==> config.mk <==
export PLATFORM = sky130hd
export DESIGN_NAME = pipelined_add_sub
export DESIGN_NICKNAME = d
export VERILOG_FILES = /design/src/rtl/pipelined_add_sub.sv
export SDC_FILE = /design/constraint.sdc
export NUM_CORES = 1
export LEC_CHECK = 0
export BUFFER_PORTS_ARGS = -buffer_cell sky130_fd_sc_hd__buf_2
export CORE_UTILIZATION = 55
export DETAILED_ROUTE_END_ITERATION = 16
export GPL_TIMING_DRIVEN = 0
export PLACE_DENSITY = 0.83
export SYNTH_ARGS = -nofsm -noshare
export SYNTH_HDL_FRONTEND = slang
export SYNTH_SLANG_ARGS = --single-unit
==> constraint.sdc <==
create_clock -name CLK -period 3.5 [get_ports CLK]
set_clock_uncertainty 0.05 [all_clocks]
set_input_delay 0.175 -clock CLK [delete_from_list [all_inputs] [get_ports CLK]]
set_output_delay 0.175 -clock CLK [all_outputs]
set_load 0.005 [all_outputs]
==> src/rtl/pipelined_add_sub.sv <==
// Pipelined two's-complement adder/subtractor. The WIDTH-bit operation is split into
// STAGES equal slices; each stage resolves one slice and registers its carry-out.
module pipelined_add_sub #(
    parameter int WIDTH  = 8,
    parameter int STAGES = 2
) (
    input  logic             CLK,
    input  logic             RESET_N,
    input  logic             in_valid,
    output logic             in_ready,
    input  logic [WIDTH-1:0] op1,
    input  logic [WIDTH-1:0] op2,
    input  logic             sub,
    input  logic             cin,
    output logic             out_valid,
    input  logic             out_ready,
    output logic [WIDTH-1:0] result,
    output logic             carry,
    output logic             overflow,
    output logic             zero
);
    localparam int SL = WIDTH / STAGES;

    logic             advance;
    logic [WIDTH-1:0] b_eff;
    logic             overflow_q;
    logic             zero_q;

    // The whole pipe moves as one; a held output freezes every stage.
    assign advance  = !out_valid || out_ready;
    assign in_ready = advance;
    assign b_eff    = sub ? ~op2 : op2;

    for (genvar k = 0; k < STAGES; k++) begin : stg
        localparam int IW = WIDTH - k * SL;

        logic [IW-1:0]    a_in;
        logic [IW-1:0]    b_in;
        logic             c_in;
        logic             v_in;
        logic [WIDTH-1:0] s_in;
        logic [WIDTH-1:0] s_d;
        logic [WIDTH-1:0] s_q;
        logic [SL:0]      slice_sum;
        logic             v_q;
        logic             c_q;

        if (k == 0) begin : src
            assign a_in = op1;
            assign b_in = b_eff;
            assign c_in = sub | cin;
            assign v_in = in_valid & advance;
            assign s_in = '0;
        end else begin : src
            assign a_in = stg[k-1].fwd.a_q;
            assign b_in = stg[k-1].fwd.b_q;
            assign c_in = stg[k-1].c_q;
            assign v_in = stg[k-1].v_q;
            assign s_in = stg[k-1].s_q;
        end

        assign slice_sum = {1'b0, a_in[SL-1:0]} + {1'b0, b_in[SL-1:0]} + {{SL{1'b0}}, c_in};
        assign s_d       = s_in | (WIDTH'(slice_sum[SL-1:0]) << (k * SL));

        always_ff @(posedge CLK or negedge RESET_N) begin
            if (!RESET_N) begin
                v_q <= 1'b0;
                c_q <= 1'b0;
                s_q <= '0;
            end else if (advance) begin
                v_q <= v_in;
                c_q <= slice_sum[SL];
                s_q <= s_d;
            end
        end

        // Operand bits not yet consumed travel alongside the partial sum.
        if (k < STAGES - 1) begin : fwd
            logic [IW-SL-1:0] a_q;
            logic [IW-SL-1:0] b_q;

            always_ff @(posedge CLK or negedge RESET_N) begin
                if (!RESET_N) begin
                    a_q <= '0;
                    b_q <= '0;
                end else if (advance) begin
                    a_q <= a_in[IW-1:SL];
                    b_q <= b_in[IW-1:SL];
                end
            end
        end

        if (k == STAGES - 1) begin : fin
            logic msb_cin;

            // Carry into the MSB recovered from the MSB sum bit and its operands.
            assign msb_cin = a_in[SL-1] ^ b_in[SL-1] ^ slice_sum[SL-1];

            always_ff @(posedge CLK or negedge RESET_N) begin
                if (!RESET_N) begin
                    overflow_q <= 1'b0;
                    zero_q     <= 1'b0;
                end else if (advance) begin
                    overflow_q <= msb_cin ^ slice_sum[SL];
                    zero_q     <= (s_d == '0);
                end
            end
        end
    end

    assign out_valid = stg[STAGES-1].v_q;
    assign result    = stg[STAGES-1].s_q;
    assign carry     = stg[STAGES-1].c_q;
    assign overflow  = overflow_q;
    assign zero      = zero_q;

endmodule

======== After elaboration in Yosys (flattened, before gate mapping) ========
Cells that the tools add are included.
storage, ports and cells
  bits in registers ....................... 26
  output and inout port bits .............. 13
cells by class
  bitwise gates (word level) .............. 7
  $add $sub $neg .......................... 4
  reduce and logical (&&, ||, !) cells .... 3
  mux-type cells .......................... 1
operators by type and width
  operator              number
  adder 4 x 4 -> 5 bit  2
  adder 5 x 1 -> 5 bit  2
  logical NOT 8 bit     1
  2-to-1 mux 8 bit      1
  NOT 8 bit             1
  OR 4 x 8 -> 8 bit     1
  bitwise XOR 1 bit     3
  bitwise AND 1 bit     1
  logical NOT 1 bit     1
  logical OR 1 bit      1
  OR 1 bit              1

======== Logic depth before layout (Yosys ltp) ========
Gate-level depths: netlist of run 1.
  word-level depth ........................ 4
  depth in mapped cells ................... 7
  depth with buffers taken out ............ 6

======== Worst setup path after synthesis of run 1 ========
Ideal clock, no wire load.
  kind .................................... input -> register
  start point ............................. in sub
  end point ............................... reg stg[0].c_q
  arrival ................................. 1825 ps
  stages on the path ...................... 7
  setup slack ............................. 1486 ps
  path buffers ............................ 1
  cells stage by stage .................... buf_2 > or2_2 > fa_1 > fa_1 > a21o_1 > a21oi_1 > a21oi_1
on the way
  cells in the longest elaborated chain, start to end .. 3
  elaborated cells between the ends (all ways) .. 4
RTL lines
  element                 line  source
  start: declaration      13    input logic sub,
  2-to-1 mux 8 bit        32    assign b_eff = sub ? ~op2 : op2;
  adder 4 x 4 -> 5 bit    62    assign slice_sum = {1'b0, a_in[SL-1:0]} + {1'b0, b_in[SL-1:0]} + {{SL{1'b0}}, c_in};
  adder 5 x 1 -> 5 bit *  62
  end signal: assignment  72    c_q <= slice_sum[SL];
  end: declaration        46    logic c_q;
Mark *: on every way between the ends. The rest lies on a longest branch, timed or not.
A chain may end at the register's enable or synchronous reset.

======== Final worst setup path of run 1 ========
  start point ............................. reg stg[0].c_q
  end point ............................... reg overflow_q, in the netlist overflow
on the way
  cells in the longest elaborated chain, start to end .. 3
RTL lines
  element                 line  source
  adder 5 x 1 -> 5 bit *  62
  bitwise XOR 1 bit       97    assign msb_cin = a_in[SL-1] ^ b_in[SL-1] ^ slice_sum[SL-1];
  bitwise XOR 1 bit *     104   overflow_q <= msb_cin ^ slice_sum[SL];
  end signal: assignment  104
  end: declaration        26    logic overflow_q;
Marked as above.

==> results of run 1 <==
==> synthesized netlist by cell type <==
master | instances | area, um^2
nand2_1 | 48 | 180
dfrtp_1 | 26 | 651
xnor2_1 | 7 | 61.3
a21oi_1 | 6 | 30.0
ha_1 | 6 | 75.1
xor2_1 | 6 | 52.6
clkbuf_1 | 5 | 18.8
o21ai_0 | 5 | 25.0
a21o_1 | 4 | 30.0
fa_1 | 4 | 80.1
o21ai_1 | 3 | 15.0
nor2_1 | 2 | 7.51
a22o_1 | 1 | 8.76
buf_2 | 1 | 5.00
inv_2 | 1 | 3.75
nand2b_1 | 1 | 6.26
nor2b_1 | 1 | 6.26
nor4_2 | 1 | 12.5
o21a_1 | 1 | 7.51
or2_2 | 1 | 6.26
or4_4 | 1 | 11.3
==> through the flow <==
stage | power, mW | utilization, % | worst slack, ns
after floorplan | 0.610 | - | 1.49
after global placement | 0.702 | 67.5 | 1.39
after detailed placement | 0.726 | 67.5 | 1.34
after CTS | 0.882 | 70.5 | 1.35
after global routing | 0.932 | 70.5 | 1.27
final | 0.878 | 70.5 | 1.36
==> power breakdown <==
part	internal (mW)	switching, mW	leakage (nW)
sequential	0.380	0.0520	0.313
clock	0.0638	0.0885	0.0210
combinational	0.140	0.153	0.471
total	0.584	0.294	0.805
==> cell type report <==
type	instances	area, um^2	share of cell area [%]
buffer	6	23.8	1.52
clock buffer	4	36.3	2.33
inverter	1	3.75	0.241
multi-input combinational	98	616	39.5
sequential	26	651	41.7
tap	28	35.0	2.25
timing repair buffer	36	195	12.5
==> path summary, 6_finish.rpt <==
| check | slack (ns) | start | end | cells past startpoint |
|---|---|---|---|---|
| max | 1.36 | stg[0].c_q$_DFFE_PN0N_ | overflow$_DFFE_PN0N_ | 6 |
| min | 0.007 | op1[4] | stg[0].fwd.a_q[0]$_DFFE_PN0N_ | 3 |
| max reg2reg | 1.36 | stg[0].c_q$_DFFE_PN0N_ | overflow$_DFFE_PN0N_ | 6 |
| min reg2reg | 0.43 | stg[0].v_q$_DFFE_PN0N_ | stg[0].v_q$_DFFE_PN0N_ | 2 |
| max in group asynchronous | 2.73 | RESET_N | overflow$_DFFE_PN0N_ | 2 |
| min in group asynchronous | 0.30 | RESET_N | stg[0].fwd.b_q[2]$_DFFE_PN0N_ | 2 |
==> cells by family after synthesis <==
kind of cell               count (synthesis)  share of synthesized area [%]
AOI/OAI and AO/OA                         20                           8.99
xor gates and xnor gates                  13                           8.80
adders and majority gates                 10                           12.0
buffers and inverters                      7                           2.13
DFF                                       26                           50.3
and+or+nand+nor                           55                           17.8
==> flip-flops by register name, summed over array words and instances (netlist names) <==
| signal | flops |
|---|---|
| result | 8 |
| stg.fwd.a_q | 4 |
| stg.fwd.b_q | 4 |
| stg.s_q | 4 |
| carry | 1 |
| out_valid | 1 |
| overflow | 1 |
| stg.c_q | 1 |
| stg.v_q | 1 |
| zero | 1 |
==> per-layer routing <==
layer,vias up,share of wire (%),global-route usage [%]
met4,0,3.5,14.4
li1,501,-,-
met2,38,53,44.9
met1,499,39,29.4
met5,-,0,0
met3,11,4.4,2.12
==> tightest hold or removal path, cell delays in order <==
cell     delay [ns]
buf_2          0.08
nand2_1        0.04
nand2_1        0.06
==> summary.txt, run 1 <==
Status
  • Status: complete, no violations

Flow run
  • MaxCap Viol Count: 0

CTS
  • Clk buf depth: 2
  • Num CTS Buffers: 3
  • CTS clk-pin slew, worst paths: 0.13 ns
  • Cts hold-fix bufs: 3
  • H-Tree Level Count: 1
  • Clock Sinks: 26
  • Post-CTS setup buffers: 0
  • CTS-repair resized insts: 0
  • TritonCTS clock tree: yes
  • Clock Latency Late Sink: 0.33 ns
  • Clock root buffer: clkbuf_4

Setup path
  • Critical setup path kind: flip-flop to flip-flop
  • Crit path max-delay family: adder cells
  • CP most frequent cell: fa_1
  • WP buf/inv: 0
  • CP Cell Sequence: fa_1 -> fa_1 -> a21o_1 -> a21oi_1 -> xnor2_1 -> o21ai_1
  • WP data required: 3.66 ns
  • Endpoint type of the worst setup path: flip-flop
  • CP max FO: 2
  • Max incr delay on CP: 0.47 ns
  • Worst setup SP type: flip-flop
  • Worst path arrival time: 2.31 ns
  • Slowest-stage cell, CP: fa_1

STA
  • Worst Max-Slew Pin Slew: 0.566 ns
  • Setup TNS: 0 ns
  • Final period util: 61.3%
  • RSZ-0062 raised after global routing: false
  • Final setup vio count: 0
  • Tmin final: 2.14 ns
  • Fmax: 466 MHz
  • Final Hold Vio Count: 0
  • Hold Slack: 0.00726 ns
  • Final Max Slew Viols: 0
  • Slew HR: 62.3%

Cells and area
  • Area grow syn2layout: 20.6%
  • Nets@finish: 204
  • Final cell count without fillers: 199
  • Design area: 1560 um^2
  • Filler cells: 179
  • Layout cells sized above 1: 24.6%
  • Ant. Diodes: 0
  • Commonest non-fill, non-tap cell in the layout: nand2_1
  • Commonest non-fill, non-tap cells in the layout: 48 x nand2_1, 34 x buf_2, 26 x dfrtp_1

Die
  • Die width: 50.5 um
  • Die area: 2550 um^2
  • Starting Density: 58.5%
  • Ports: 35
  • Core area: 2210 um^2
  • Die Y-Extent: 50.5 um
  • Rows: 17

Placement
  • Post-DP HPWL: 1.94 mm
  • Placed Instances: 192
  • Placed inst area: 1490 um^2
  • RePlAce Congestion: 0.761
  • Port Buffer Count: 33

GRT
  • First-pass GRT wire length: 4.55 mm
  • GRT Overall Usage: 25.1%
  • Largest net degree at the start of global routing: 27
  • Initial antenna violation count: 0
  • Vias in the first global route: 1027
  • Total grt overflow: 0

Yosys
  • Seq cells post-synth: 26
  • Post-Syn Nets: 163
  • Synth Instances: 131
  • Synthesized area: 1290 um^2
  • Synth warn: 0
  • Sequential area share after synthesis: 50.3%
  • Mean post-synth cell area: 9.88 um^2
  • Distinct cells, synth: 21

Drt
  • Drt first pass iters: 4
  • Via Count: 1049
  • Post-Route WL: 2.70 mm
  • Via density: 5.27
  • Antenna viol nets, final: 0
  • WL per Instance: 13.6 um
  • Iter 0 DRT Violations: 26
  • DRC violations left: 0

Pwr
  • P_leak: 0.805 nW
  • Pwr Density: 563 nW/um^2
  • Worst VDD drop: 0.000345 V

Min path
  • Hold WC Path Type: input port to flip-flop
Note: power is estimated with default switching activity, not from simulation.
==> inputs of run 2 (changes only) <==
Settings changed: CORE_UTILIZATION 55 to 51, PLACE_DENSITY 0.83 to 0.78.
Clock period 3.5 ns to 2.1 ns, I/O delays scaled along.
==> run 2 against run 1 <==
  * Cell area up 3.4%
  * Sequential share of layout area down 1.4 points
  * Global-route usage down 3.6 points
  * Core utilization down 0.27 points
  * Critical endpoint unchanged
  * Non-clock buffer count up 5
  * Maximum frequency up 5.4%
  * Count of clock-buffer cells in the layout unchanged
  * Cell count up 2.5%
  * Sequential cell count unchanged
  * Worst setup slack worse by 1.3 ns
  * Die area up 7.5%
  * Total power up 69%
==> summary.txt, run 2 (synthesis gave the netlist of run 1 again) <==
Setup path
  • Slowest-stage cell, CP: fa_1
  • CP max FO: 2
  • Crit path max-delay family: adder cells
  • Worst path arrival time: 2.20 ns
  • CP Cell Sequence: fa_1 -> fa_2 -> a21o_1 -> a21oi_2 -> xnor2_1 -> o21ai_1
  • Worst setup SP type: flip-flop
  • Endpoint type of the worst setup path: flip-flop
  • Critical setup path kind: flip-flop to flip-flop
  • WP data required: 2.27 ns
  • Worst setup path start: stg[0].c_q$_DFFE_PN0N_
  • Crit Reg-Reg Startpoint: stg[0].c_q$_DFFE_PN0N_
  • WP buf/inv: 0
  • Max incr delay on CP: 0.46 ns

GRT
  • Largest net degree at the start of global routing: 27
  • Total grt overflow: 0
  • GRT Overall Usage: 21.5%
  • Initial antenna violation count: 0
  • Vias in the first global route: 1009
  • First-pass GRT wire length: 4.22 mm

CTS
  • Clock Latency Late Sink: 0.32 ns
  • CTS clk-pin slew, worst paths: 0.14 ns
  • TritonCTS clock tree: yes
  • Clock Sinks: 26
  • Clock root buffer: clkbuf_4
  • H-Tree Level Count: 1
  • Clk buf depth: 2
  • Num CTS Buffers: 3

Drt
  • Drt first pass iters: 4
  • Antenna viol nets, final: 0
  • DRC violations left: 0
  • WL per Instance: 12.7 um
  • Via Count: 1048
  • Via density: 5.14
  • Post-Route WL: 2.58 mm
  • Iter 0 DRT Violations: 10

Pwr
  • Internal power: 0.986 mW
  • Worst VDD drop: 0.000569 V
  • Comb pwr share: 34.5%
  • Seq pwr share: 48.4%
  • Psw: 0.493 mW
  • Clock power share: 17.0%
  • Pwr Density: 916 nW/um^2
  • Switching Share: 33.4%
  • P_leak: 0.826 nW

Min path
  • HP Start: op2[6]
  • Hold WC Path Type: input port to flip-flop

STA
  • Final Hold Vio Count: 0
  • Slew HR: 62.6%
  • Final period util: 96.9%
  • Tmin final: 2.03 ns
  • Final Max Slew Viols: 0
  • Final setup vio count: 0
  • Worst Max-Slew Pin Slew: 0.560 ns
  • RSZ-0062 raised after global routing: false
  • Setup TNS: 0 ns
  • Fmax: 491 MHz

Placement
  • RePlAce Congestion: 0.728
  • Port Buffer Count: 33
  • Post-DP HPWL: 1.80 mm

Cells and area
  • Max reg flops: 8
  • Nets@finish: 209
  • Area grow syn2layout: 24.8%
  • Util after Layout: 70.3%
  • Commonest non-fill, non-tap cell in the layout: nand2_1
  • Layout cells sized above 1: 25.6%
  • Commonest non-fill, non-tap cells in the layout: 48 x nand2_1, 34 x buf_2, 26 x dfrtp_1
  • Ant. Diodes: 0

Die
  • Rows: 17
  • Core area: 2300 um^2
  • Starting Density: 56.3%
  • Die Y-Extent: 52.4 um
  • Ports: 35
  • Die width: 52.4 um
  • Die area: 2740 um^2

Status
  • Status: complete, no violations

Flow run
  • MaxCap Viol Count: 0
run 2: layer usage:
metal	vias to the layer above	wire [um]	share of wire (%)	track usage, %
met4	0	68	2.6	10.5
met1	486	1130	44	24.7
met3	8	114	4.4	2.03
met2	45	1270	49	39.5
met5	-	0	0	0
li1	509	-	-	-
run 2: layout make-up:
type                    count  area, um^2
plain buffers               6        23.8
inverters                   1        3.75
fillers                   198         683
well taps                  28        35.0
clock buffers               4        36.3
flip-flops and latches     26         651
repair buffers             41         243
multi-input cells          98         622
run 2: worst register-to-register path, delay by kind of cell (launching register included):
kind                     cells  cell delay (ns)
flip-flops                   1             0.42
adder cells (fa/ha/maj)      2             0.83
AO/OA/AOI/OAI                3             0.49
XOR/XNOR                     1             0.15
run 2: path summary, 6_finish.rpt:
check,end,depth (start not counted),slack [ns]
worst max-delay path,overflow$_DFFE_PN0N_,6,0.07
worst min-delay path,stg[0].fwd.b_q[2]$_DFFE_PN0N_,3,0.005
worst max register to register,overflow$_DFFE_PN0N_,6,0.07
worst min register to register,result[3]$_DFFE_PN0N_,2,0.43
max in group asynchronous,stg[0].s_q[3]$_DFFE_PN0N_,2,1.39
min in group asynchronous,out_valid$_DFFE_PN0N_,2,0.23
run 2: repair_timing:
item                                   CTS  global route
setup buffers                            0             1
hold buffers                             7             0
endpoints found under the hold margin   32             0
gates resized for setup                  0             2
setup endpoints to repair                0             1
run 2: through the flow:
| step | cell area [um^2] | instances | hold WS (ns) | power [mW] | worst slack (ns) |
|---|---|---|---|---|---|
| after global placement | 1490 | 192 | 0.0723 | 1.18 | 0.0484 |
| after global routing | 1610 | 204 | 0.00681 | 1.58 | 0.0229 |
| after CTS | 1600 | 203 | 0.00123 | 1.46 | 0.0268 |
| final | 1610 | 204 | 0.00471 | 1.48 | 0.0652 |
| after detailed placement | 1490 | 192 | 0.0791 | 1.20 | 0.00706 |
| after floorplan | 1290 | 131 | -0.241 | 1.02 | 0.123 |
run 2: power groups by stage:
stage | clock network [mW] | registers, mW | logic (mW)
after detailed placement | 0 | 0.726 | 0.475
after global placement | 0 | 0.715 | 0.461
after floorplan | 0 | 0.722 | 0.295
after global routing | 0.277 | 0.729 | 0.571
after CTS | 0.256 | 0.714 | 0.487
final | 0.252 | 0.716 | 0.511
==> inputs of run 3 (changes only) <==
Settings changed: CORE_UTILIZATION 51 to 40, PLACE_DENSITY 0.78 to not set.
Clock period 2.1 ns to 2.2 ns, I/O delays scaled along.
==> run 3 against run 2 <==
  * The flow now finishes with violations (negative hold slack)
  * Sequential cell count unchanged
  * Sequential share of layout area grew 0.35 points
  * Register-to-register slack improved by 0.08 ns
  * Via count decreased by 5.1%
  * Count of clock-buffer cells in the layout is 1 lower
  * Routed wire length fell by 6.3%
  * Worst hold slack worse by 0.0063 ns
  * Critical endpoint unchanged
  * Highest routed layer unchanged
==> summary.txt, run 3 (synthesis gave the netlist of run 1 again) <==
Cells and area
  • Design area: 1600 um^2
  • Ant. Diodes: 0
  • Register area: 651 um^2
  • Max reg flops: 8
  • Area grow syn2layout: 23.7%
  • Area of the multi-input gates: 619 um^2
  • Filler cells: 316
  • Nets@finish: 207
  • Layout cells sized above 1: 24.3%
  • Commonest non-fill, non-tap cells in the layout: 48 x nand2_1, 34 x buf_2, 26 x dfrtp_1
  • Commonest non-fill, non-tap cell in the layout: nand2_1
  • Util after Layout: 52.4%

Setup path
  • R2R depth: 6
  • Worst path arrival time: 2.22 ns
  • Reg2Reg Setup Slack: 0.14 ns
  • Crit Reg-Reg Startpoint: stg[0].c_q$_DFFE_PN0N_
  • WP data required: 2.36 ns
  • CP max FO: 2
  • Endpoint type of the worst setup path: flip-flop
  • Reg2reg end: overflow$_DFFE_PN0N_
  • Critical setup path kind: flip-flop to flip-flop
  • Worst setup SP type: flip-flop
  • Worst setup path start: stg[0].c_q$_DFFE_PN0N_

Die
  • Rows: 20
  • Die area: 3470 um^2
  • Core area: 3050 um^2
  • Starting Density: 42.4%
  • Die Y-Extent: 58.9 um
  • Ports: 35
  • Die width: 58.9 um

Min path
  • Worst hold path endpoint: stg[0].fwd.b_q[2]$_DFFE_PN0N_
  • HP Start: op2[6]
  • Hold WC Path Type: input port to flip-flop
  • Hold Path Cell Cnt: 3

STA
  • Setup TNS: 0 ns
  • Tmin final: 2.06 ns
  • Hold Slack: -0.00158 ns
  • Slew HR: 62.2%
  • Final period util: 93.5%
  • Worst Max-Slew Pin Slew: 0.566 ns
  • Final setup vio count: 0
  • Final Hold Vio Count: 1
  • Final Max Slew Viols: 0
  • Fmax: 486 MHz
  • RSZ-0062 raised after global routing: false

CTS
  • Clock Latency Late Sink: 0.32 ns
  • Clock Sinks: 26
  • TritonCTS clock tree: yes
  • H-Tree Level Count: 1
  • CTS clk-pin slew, worst paths: 0.13 ns
  • Clock root buffer: clkbuf_4
  • Post-CTS setup buffers: 0
  • Clk buf depth: 2
  • Num CTS Buffers: 3

Drt
  • Post-Route WL: 2.42 mm
  • Antenna viol nets, final: 0
  • Via density: 4.59
  • Via Count: 995
  • DRC violations left: 0
  • Iter 0 DRT Violations: 22
  • Drt first pass iters: 4
  • WL per Instance: 11.1 um

GRT
  • Total grt overflow: 0
  • GRT Overall Usage: 16.2%
  • First-pass GRT wire length: 4.12 mm
  • Largest net degree at the start of global routing: 27
  • Vias in the first global route: 940
  • Initial antenna violation count: 0

Placement
  • Post-DP HPWL: 1.80 mm
  • RePlAce Congestion: 0.791
  • Placed inst area: 1510 um^2
  • Port Buffer Count: 33

Pwr
  • P_leak: 0.811 nW
  • Pwr Density: 837 nW/um^2
  • Total power: 1.34 mW
  • Worst VDD drop: 0.000295 V

Status
  • Status: finished, violations left
  • Failing checks: negative hold slack

Flow run
  • MaxCap Viol Count: 0
==> run 3: where the power goes <==
group          switching [mW]  internal [mW]
clock network           0.134         0.0643
logic                   0.236          0.226
registers              0.0759          0.604
total                   0.445          0.894
==> run 3: how the worst max path moves through the flow <==
stage,cells after the start,slack (ns),endpoint
floorplan,6,0.22,overflow$_DFFE_PN0N_
global placement,7,0.13,stg[0].c_q$_DFFE_PN0N_
detailed placement,6,0.10,overflow$_DFFE_PN0N_
CTS,6,0.09,overflow$_DFFE_PN0N_
global route,6,0.03,overflow$_DFFE_PN0N_
finish,6,0.14,overflow$_DFFE_PN0N_
==> run 3: what timing repair did <==
item                       4_1_cts  5_1_grt
hold endpoints to repair        31        0
hold buffers                     6        0
gates resized for setup          0        1
setup endpoints to repair        0        1
==> run 3: critical path, cell delays in order (launching register included) <==
cell and delay, ns:
dfrtp_1 0.42, fa_1 0.47, fa_1 0.41, a21o_1 0.21, a21oi_2 0.19, xnor2_1 0.14, o21ai_1 0.07
==> run 3: metal layers <==
| layer | track usage [%] | up-vias | share of wire (%) |
|---|---|---|---|
| li1 | - | 505 | - |
| met1 | 21.2 | 459 | 46 |
| met2 | 25.6 | 26 | 48 |
| met3 | 3.30 | 5 | 3.7 |
| met4 | 8.16 | 0 | 2.2 |
| met5 | 0 | - | 0 |
==> run 3: layout make-up <==
type	count	area share (%)
multi-input cells	98	38.7
well taps	44	3.44
flip-flops and latches	26	40.7
clock buffers	3	1.41
repair buffers	39	14.1
plain buffers	6	1.49
inverters	1	0.235
==> run 3: per-stage QoR <==
stage / setup WS, ns / cells
2_1_floorplan: 0.223 / 131
3_3_place_gp: 0.132 / 208
3_5_place_dp: 0.101 / 208
4_1_cts: 0.0927 / 217
5_1_grt: 0.0250 / 217
6_report: 0.143 / 217
